<file path="config.mk">
export PLATFORM = sky130hd
export DESIGN_NAME = alu_mc
export DESIGN_NICKNAME = d
export VERILOG_FILES = /design/src/rtl/alu_mc.sv
export SDC_FILE = /design/constraint.sdc
export NUM_CORES = 1
export LEC_CHECK = 0
export ABC_AREA = 1
export CAP_MARGIN = 20
export CORE_ASPECT_RATIO = 0.8
export CORE_MARGIN = 1
export CORE_UTILIZATION = 25
export CTS_CLUSTER_DIAMETER = 50
export DETAILED_ROUTE_END_ITERATION = 6
export PLACE_DENSITY = 0.4
export SYNTH_ARGS = -nofsm -noshare
export SYNTH_HDL_FRONTEND = slang
export SYNTH_SLANG_ARGS = --single-unit
</file>
<file path="constraint.sdc">
create_clock -name clk -period 3.55 [get_ports clk]
set_input_delay 0.71 -clock clk [delete_from_list [all_inputs] [get_ports clk]]
set_output_delay 0.71 -clock clk [all_outputs]
set_load 0.01 [all_outputs]
</file>
<file path="src/rtl/alu_mc.sv">
// Multi-cycle ALU: single-cycle logic/shift/add ops, iterative shift-add multiply
// and restoring divide, with a valid/ready handshake on both sides.
module alu_mc #(
   parameter int WIDTH = 32
) (
   input  logic             clk,
   input  logic             rst,
   input  logic             in_valid,
   output logic             in_ready,
   input  logic [WIDTH-1:0] op1,
   input  logic [WIDTH-1:0] op2,
   input  logic [3:0]       alu_control,
   output logic             out_valid,
   input  logic             out_ready,
   output logic [WIDTH-1:0] result,
   output logic [3:0]       flags
);

   localparam int SHW = $clog2(WIDTH);
   localparam int CW  = SHW + 1;
   localparam logic [CW-1:0] LAST_ITER = CW'(WIDTH - 1);

   localparam logic [1:0] S_IDLE = 2'd0;
   localparam logic [1:0] S_BUSY = 2'd1;
   localparam logic [1:0] S_DONE = 2'd2;

   logic [1:0]       state_q, state_d;
   logic [1:0]       ctrl_q, ctrl_d;
   logic [WIDTH-1:0] opb_q, opb_d;
   logic [WIDTH:0]   acc_q, acc_d;
   logic [WIDTH-1:0] lo_q, lo_d;
   logic [CW-1:0]    cnt_q, cnt_d;
   logic [WIDTH-1:0] result_q, result_d;
   logic [3:0]       flags_q, flags_d;

   logic [WIDTH-1:0] op2_x;
   logic [WIDTH:0]   addsub;
   logic             big_sh;
   logic [SHW-1:0]   sh;
   logic [WIDTH-1:0] fast_res;
   logic             fast_c, fast_v;

   logic [WIDTH:0]   mul_add;
   logic [WIDTH:0]   div_shift;
   logic [WIDTH:0]   div_diff;
   logic             div_ge;
   logic [WIDTH:0]   acc_nx;
   logic [WIDTH-1:0] lo_nx;
   logic [WIDTH-1:0] iter_res;

   logic             accept;
   logic             is_iter;

   assign in_ready  = (state_q == S_IDLE);
   assign out_valid = (state_q == S_DONE);
   assign result    = result_q;
   assign flags     = flags_q;

   assign accept  = in_valid && in_ready;
   assign is_iter = alu_control[3] && !alu_control[2];

   always_comb begin
      op2_x    = alu_control[0] ? ~op2 : op2;
      addsub   = {1'b0, op1} + {1'b0, op2_x} + {{WIDTH{1'b0}}, alu_control[0]};
      // Any bit set above the shift index range means amount >= WIDTH.
      big_sh   = |(op2 >> SHW);
      sh       = op2[SHW-1:0];
      fast_res = '0;
      fast_c   = 1'b0;
      fast_v   = 1'b0;
      case (alu_control)
         4'b0000, 4'b0001: begin
            fast_res = addsub[WIDTH-1:0];
            fast_c   = addsub[WIDTH];
            fast_v   = ~(alu_control[0] ^ op1[WIDTH-1] ^ op2[WIDTH-1])
                       & (op1[WIDTH-1] ^ addsub[WIDTH-1]);
         end
         4'b0010: fast_res = op1 & op2;
         4'b0011: fast_res = op1 | op2;
         4'b0100: fast_res = op1 ^ op2;
         4'b0101: fast_res = big_sh ? '0 : (op1 << sh);
         4'b0110: fast_res = big_sh ? '0 : (op1 >> sh);
         4'b0111: fast_res = big_sh ? {WIDTH{op1[WIDTH-1]}}
                                    : $unsigned($signed(op1) >>> sh);
         default: fast_res = '0;
      endcase
   end

   // acc holds product-high / partial remainder, lo holds multiplier / quotient.
   always_comb begin
      mul_add   = lo_q[0] ? (acc_q + {1'b0, opb_q}) : acc_q;
      div_shift = {acc_q[WIDTH-1:0], lo_q[WIDTH-1]};
      div_diff  = div_shift - {1'b0, opb_q};
      div_ge    = (div_shift >= {1'b0, opb_q});
      if (ctrl_q[1]) begin
         acc_nx = div_ge ? div_diff : div_shift;
         lo_nx  = {lo_q[WIDTH-2:0], div_ge};
      end else begin
         acc_nx = {1'b0, mul_add[WIDTH:1]};
         lo_nx  = {mul_add[0], lo_q[WIDTH-1:1]};
      end
      iter_res = ctrl_q[0] ? acc_nx[WIDTH-1:0] : lo_nx;
   end

   always_comb begin
      state_d  = state_q;
      ctrl_d   = ctrl_q;
      opb_d    = opb_q;
      acc_d    = acc_q;
      lo_d     = lo_q;
      cnt_d    = cnt_q;
      result_d = result_q;
      flags_d  = flags_q;
      case (state_q)
         S_IDLE: begin
            if (accept) begin
               if (is_iter) begin
                  state_d = S_BUSY;
                  ctrl_d  = alu_control[1:0];
                  opb_d   = op2;
                  lo_d    = op1;
                  acc_d   = '0;
                  cnt_d   = '0;
               end else begin
                  state_d  = S_DONE;
                  result_d = fast_res;
                  flags_d  = {fast_res[WIDTH-1], fast_res == '0, fast_c, fast_v};
               end
            end
         end
         S_BUSY: begin
            acc_d = acc_nx;
            lo_d  = lo_nx;
            cnt_d = cnt_q + CW'(1);
            if (cnt_q == LAST_ITER) begin
               state_d  = S_DONE;
               result_d = iter_res;
               flags_d  = {iter_res[WIDTH-1], iter_res == '0, 1'b0, 1'b0};
            end
         end
         S_DONE: begin
            if (out_ready) state_d = S_IDLE;
         end
         default: state_d = S_IDLE;
      endcase
   end

   always_ff @(posedge clk) begin
      if (rst) begin
         state_q  <= S_IDLE;
         ctrl_q   <= '0;
         opb_q    <= '0;
         acc_q    <= '0;
         lo_q     <= '0;
         cnt_q    <= '0;
         result_q <= '0;
         flags_q  <= '0;
      end else begin
         state_q  <= state_d;
         ctrl_q   <= ctrl_d;
         opb_q    <= opb_d;
         acc_q    <= acc_d;
         lo_q     <= lo_d;
         cnt_q    <= cnt_d;
         result_q <= result_d;
         flags_q  <= flags_d;
      end
   end

endmodule

</file>
# Word level (Yosys, flattened, before mapping)
# Index checks and enable logic that the tools add are counted.
[classes]
add_sub_neg = 5
multipliers = 0
n_div = 0
order_cmp = 1
eq_ne = 15
shifts = 3
muxes = 34
bitwise = 9
n_reduce_logical = 14
[ops]
columns = ["cell", "n"]
rows = [
  ["two-way mux 32 bit", 11],
  ["one-hot mux 32 bit (7 select lines)", 1],
  ["two-way mux 33 bit", 5],
  ["one-hot mux 32 bit (2 select lines)", 2],
  ["one-hot mux 33 bit (2 select lines)", 1],
  ["logical NOT 32 bit", 2],
  ["adder 32 x 32 -> 33 bit", 1],
  ["adder 33 x 1 -> 33 bit", 1],
  ["adder 33 x 32 -> 33 bit", 1],
  [">= comparator 33 x 32 -> 1 bit", 1],
  ["subtractor 33 x 32 -> 33 bit", 1],
  ["bitwise AND 32 bit", 1],
  ["NOT 32 bit", 1],
  ["OR 32 bit", 1],
  ["<< shifter 32 x 5 -> 32 bit", 1],
  [">> shifter 32 x 5 -> 32 bit", 1],
  [">>> shifter 32 x 5 -> 32 bit", 1],
  ["XOR 32 bit", 1],
  ["OR reduction 27 bit", 1],
  ["equality test 4 x 3 -> 1 bit (second input constant)", 4],
  ["two-way mux 4 bit", 3],
  ["two-way mux 6 bit", 2],
  ["one-hot mux 6 bit (2 select lines)", 1],
  ["AND reduction 3 bit", 3],
  ["other kinds (22)", 33],
]
[totals]
reg_bits = 143
latch_bits = 0
ramBits = 0
mem_bits_ro = 0
out_inout_bits = 38
elab_cells = 89
n_memories = 0

# Longest topological paths before layout
[depth]
depth_word = 10
ltp_mapped = 27
depth_no_buf = 25

# Least setup slack after synthesis
# No wires, ideal clock.
[synth_path]
path_type = "input to register"
start = "input port op2[4]"
end = "register flags_q[2] (netlist: flags[2])"
setup_time_ns = 0.064
t_arrival_ns = 3.431
required_time_ns = 3.486
slack_ns = 0.055
path_stages = 21
path_buffers = 3
cell_sequence = "clkbuf_1 clkbuf_1 clkbuf_1 xor2_1 ha_1 a21oi_1 nand3_1 nand2_1 nand2_1 or2_2 nand3_1 nand3_1 inv_1 nand3_1 nor2_1 nand2_1 nor2_1 nand3_1 nand2_1 nor2_1 nor2_1"
[synth_between]
elab_chain_cells = 9
elab_cells_between_ends = 18
classes_between = "add/sub: 2; shift: 3; mux: 8; bitwise: 4; reduce/logical: 1"
[synth_lines]
columns = ["element", "line", "rtl"]
rows = [
  ["start: declaration", "11", "input logic [WIDTH-1:0] op2,"],
  ["NOT 32 bit", "63", "op2_x = alu_control[0] ? ~op2 : op2;"],
  ["two-way mux 32 bit", "63", ""],
  ["adder 32 x 32 -> 33 bit", "64", "addsub = {1'b0, op1} + {1'b0, op2_x} + {{WIDTH{1'b0}}, alu_control[0]};"],
  ["adder 33 x 1 -> 33 bit", "64", ""],
  ["one-hot mux 32 bit (7 select lines) (*)", "71", "case (alu_control)"],
  ["logical NOT 32 bit (*)", "127", "flags_d = {fast_res[WIDTH-1], fast_res == '0, fast_c, fast_v};"],
  ["two-way mux 4 bit (*)", "117", "if (is_iter) begin"],
  ["two-way mux 4 bit (*)", "116", "if (accept) begin"],
  ["one-hot mux 4 bit (2 select lines) (*)", "114", "case (state_q)"],
  ["end signal: assignment", "166", "flags_q <= flags_d;"],
  ["end: declaration", "34", "logic [3:0] flags_q, flags_d;"],
]
# Every way passes the cells marked *; elsewhere a longest branch is shown, timed or not. The select of a mux whose other input is x is not followed.
# A chain may end at the register's enable or synchronous reset.

# Final worst setup path
[layout_path]
start = "input port alu_control[1]"
end = "register result_q[30] (netlist: result[30])"
[layout_between]
elab_chain_cells = 6
elab_cells_between_ends = 13
classes_between = "eq/ne: 7; mux: 4; reduce/logical: 2"
[layout_lines]
columns = ["element", "line", "rtl"]
rows = [
  ["start: declaration", "12", "input logic [3:0] alu_control,"],
  ["equality test 4 x 1 -> 1 bit / logical NOT 4 bit (equally long branches)", "71", ""],
  ["OR reduction 2 bit", "71", ""],
  ["one-hot mux 32 bit (7 select lines) (*)", "71", ""],
  ["two-way mux 32 bit (*)", "117", ""],
  ["two-way mux 32 bit (*)", "116", ""],
  ["one-hot mux 32 bit (2 select lines) (*)", "114", ""],
  ["end signal: assignment", "165", "result_q <= result_d;"],
  ["end: declaration", "33", "logic [WIDTH-1:0] result_q, result_d;"],
]
# Marks and branches as above.

==> results.json <==
{
  "cp_data_required_time_ns": 3.94,
  "final_cell_mix": "1279 x nand2_1, 608 x nand3_1, 550 x buf_4, 484 x inv_1, 298 x nor2_1",
  "cts.sink_count": 142,
  "pin_count": 110,
  "irDropWorstVdd_uv": 364,
  "areaGrowthSynthToFinish_pct": 35.4,
  "syn_area_mm2": 0.0209,
  "synthArstFlopShare": 0,
  "gr-total-overflow": 0,
  "worst_slew_pin_slew_ns": 0.924,
  "die_w_um": 325,
  "crit_path_start": "alu_control[1]",
  "clockBufferDepth": 2,
  "drive_gt1_frac": 0.166,
  "grt_pass1_vias": 25349,
  "drtIter0Drc": 2935,
  "min_period_ns": 3.40,
  "n_fill_cell": 9344,
  "vias": 27518,
  "place_area_mm2": 0.0275,
  "initial_core_util": 0.253,
  "portBuffers": 109,
  "grt_max_degree": 122,
  "arrival_ns": 3.79,
  "grt_setup_unrepaired": "false",
  "drc": 0,
  "drt-total-wl_mm": 116,
  "p_leak_nw": 14.4,
  "final-hold-violation-count": 0,
  "p_int_w": 0.00430,
  "r2r_setup_slack_ns": 0.23,
  "ant_nets": 0,
  "yosys_most_used_dff": "dfxtp_1",
  "cp_max_fo": 5,
  "cts_tree": "yes",
  "swShare": 0.441,
  "nNetsFinal": 4692,
  "tns_ns": 0,
  "status": "completed",
  "syn_area_per_cell_um2": 5.35,
  "powerDensity_mw_per_mm2": 272,
  "dr.pass1.iters": 6,
  "max_freq_ghz": 0.294,
  "synth_cells": 3905,
  "yosysSeqAreaShare": 0.136,
  "reg2reg_from": "opb_q[24]$_SDFFE_PP0P_",
  "mostFrequentLayoutCell": "nand2_1",
  "hp-class": "flop to flop",
  "path_class": "input pin to flop",
  "insertion_delay_ns": 0.46,
  "clock_skew_ns": 0.0155,
  "core-area_mm2": 0.0824,
  "synth_cell_types": 53,
  "pwr-share-seq": 0.228,
  "cts_made_buffers": 17,
  "cap_violations": 0,
  "fin_area_mm2": 0.0283,
  "yosysTopAreaCellShare": 0.233,
  "cts.clk_slew.worst_paths_ns": 0.08,
  "grt_pass1_wl_mm": 170,
  "synth.area.top_cells": "nand2_1 23%, nand3_1 15%, dfxtp_1 14%",
  "final_core_util": 0.343,
  "total_power_w": 0.00769,
  "post-route-period-util": 0.957,
  "comb_power_share": 0.517,
  "gp_congestion": 0.956,
  "switching_power_w": 0.00340,
  "cts-root-buf": "clkbuf_16",
  "start_kind": "input pin",
  "setup_viol": 0,
  "crit_end": "result[30]$_SDFFE_PP0P_",
  "p_clk_frac": 0.255,
  "syn-num-nets": 4149,
  "synth_top_area_cell": "nand2_1",
  "ys_ff_latch": 142,
  "die_h_um": 261,
  "core.rowCount": 94,
  "cts_max_level": 4,
  "routed_via_density": 4.94,
  "place_ws_ns": -0.407,
  "slew_viol_final": 0,
  "synth_warnings": 0,
  "rr_worst_depth": 22,
  "cp-end-kind": "flop",
  "routedWlPerCell_um": 20.8,
  "grt_usage": 0.270,
  "synth_edf_count": 0,
  "cts_hold_buf": 0,
  "r2r_end": "flags[2]$_SDFFE_PP0P_",
  "dieArea_mm2": 0.0847,
  "antenna_found_initial": 6,
  "setup_slack_ns": 0.153,
  "maxSlewHeadroom": 0.384,
  "dp_hpwl_mm": 96.2
}
metal layers:
layer / up-vias / global-route usage / share of wire / routed length, µm
met1: 12616 / 0.412 / 0.51 / 58800
met3: 73 / 0.0511 / 0.083 / 9640
met2: 1019 / 0.387 / 0.39 / 45600
met4: 0 / 0.0474 / 0.015 / 1700
met5: - / 0 / 0 / 0
li1: 13810 / - / - / -
critical path, cell delays in order:
cell             delay (ns)
clkdlybuf4s50_1        0.64
buf_4                  0.21
nand2_1                0.05
inv_1                  0.09
nand2_1                0.09
nor2_1                 0.30
buf_4                  0.19
inv_1                  0.12
nor2_1                 0.44
nor3b_1                0.10
buf_4                  0.16
nand2_1                0.06
nor2_1                 0.05
buf_4                  0.12
buf_4                  0.12
a21oi_1                0.12
nand2_1                0.07
a21oi_1                0.12
how the worst min path moves through the flow:
stage | startpoint | endpoint | cells after the start
2_1_floorplan | lo_q[30]$_SDFFE_PP0P_ | lo_q[30]$_SDFFE_PP0P_ | 2
3_3_place_gp | result[4]$_SDFFE_PP0P_ | result[4]$_SDFFE_PP0P_ | 2
3_5_place_dp | result[20]$_SDFFE_PP0P_ | result[20]$_SDFFE_PP0P_ | 2
4_1_cts | result[20]$_SDFFE_PP0P_ | result[20]$_SDFFE_PP0P_ | 2
5_1_grt | result[16]$_SDFFE_PP0P_ | result[16]$_SDFFE_PP0P_ | 2
6_report | result[20]$_SDFFE_PP0P_ | result[20]$_SDFFE_PP0P_ | 2
power groups by stage:
stage          Sequential (W)  Clock (W)  Combinational [W]
2_1_floorplan         0.00177          0            0.00199
3_3_place_gp          0.00179          0            0.00389
3_5_place_dp          0.00179          0            0.00387
4_1_cts               0.00175    0.00200            0.00389
5_1_grt               0.00176    0.00207            0.00434
6_report              0.00176    0.00196            0.00398
flip-flops by register name, indices dropped and copies added, names as in the netlist:
register	count
ctrl_q	2
result	32
state_q	2
flags	3
cnt_q	6
opb_q	32
acc_q	33
lo_q	32
repair_timing:
action                                  in CTS  in global routing
gates resized for setup                      1                 50
pin swaps                                    0                  9
setup buffers                                0                  4
endpoints found under the setup margin       1                 13
cell type report:
type	instances	area, µm²	share of cell area
antenna	5	12.5	0.000442
clock buffer	17	425	0.0150
clock inverter	15	201	0.00712
inverter	503	1890	0.0667
multi-input combinational	3090	15600	0.552
sequential	142	2850	0.101
tap	1104	1380	0.0488
timing repair buffer	694	5910	0.209
synth_stat cells (17+ instances only):
cell type	number
nand2_1	1298
buf_2	32
dfxtp_1	142
inv_1	486
o211ai_1	24
a21oi_1	251
xor2_1	33
buf_1	30
clkbuf_1	103
nor2_1	309
o22ai_1	23
a221oi_1	19
nand4_1	68
nor3_1	17
nand3_1	611
o21ai_0	136
ha_1	169
stage by stage:
step                cells  hold WS, ns
CTS                  5561        0.474
global route         5565        0.493
floorplan            3905        0.453
finish               5570        0.474
global placement     5529        0.457
detailed placement   5529        0.460
cells by family (layout without fill, tap and decap cells):
kind of cell,Yosys count,count (layout),share of synthesized area
xor gates and xnor gates,35,35,0.0147
buffers and inverters,673,1229,0.124
adders and majority gates,172,172,0.104
other,0,5,0
AOI/OAI and AO/OA,498,498,0.132
and+or+nand+nor,2384,2384,0.488
muxes,1,1,0.000479
DFF,142,142,0.136
Note: power is estimated with default switching activity, not from simulation.
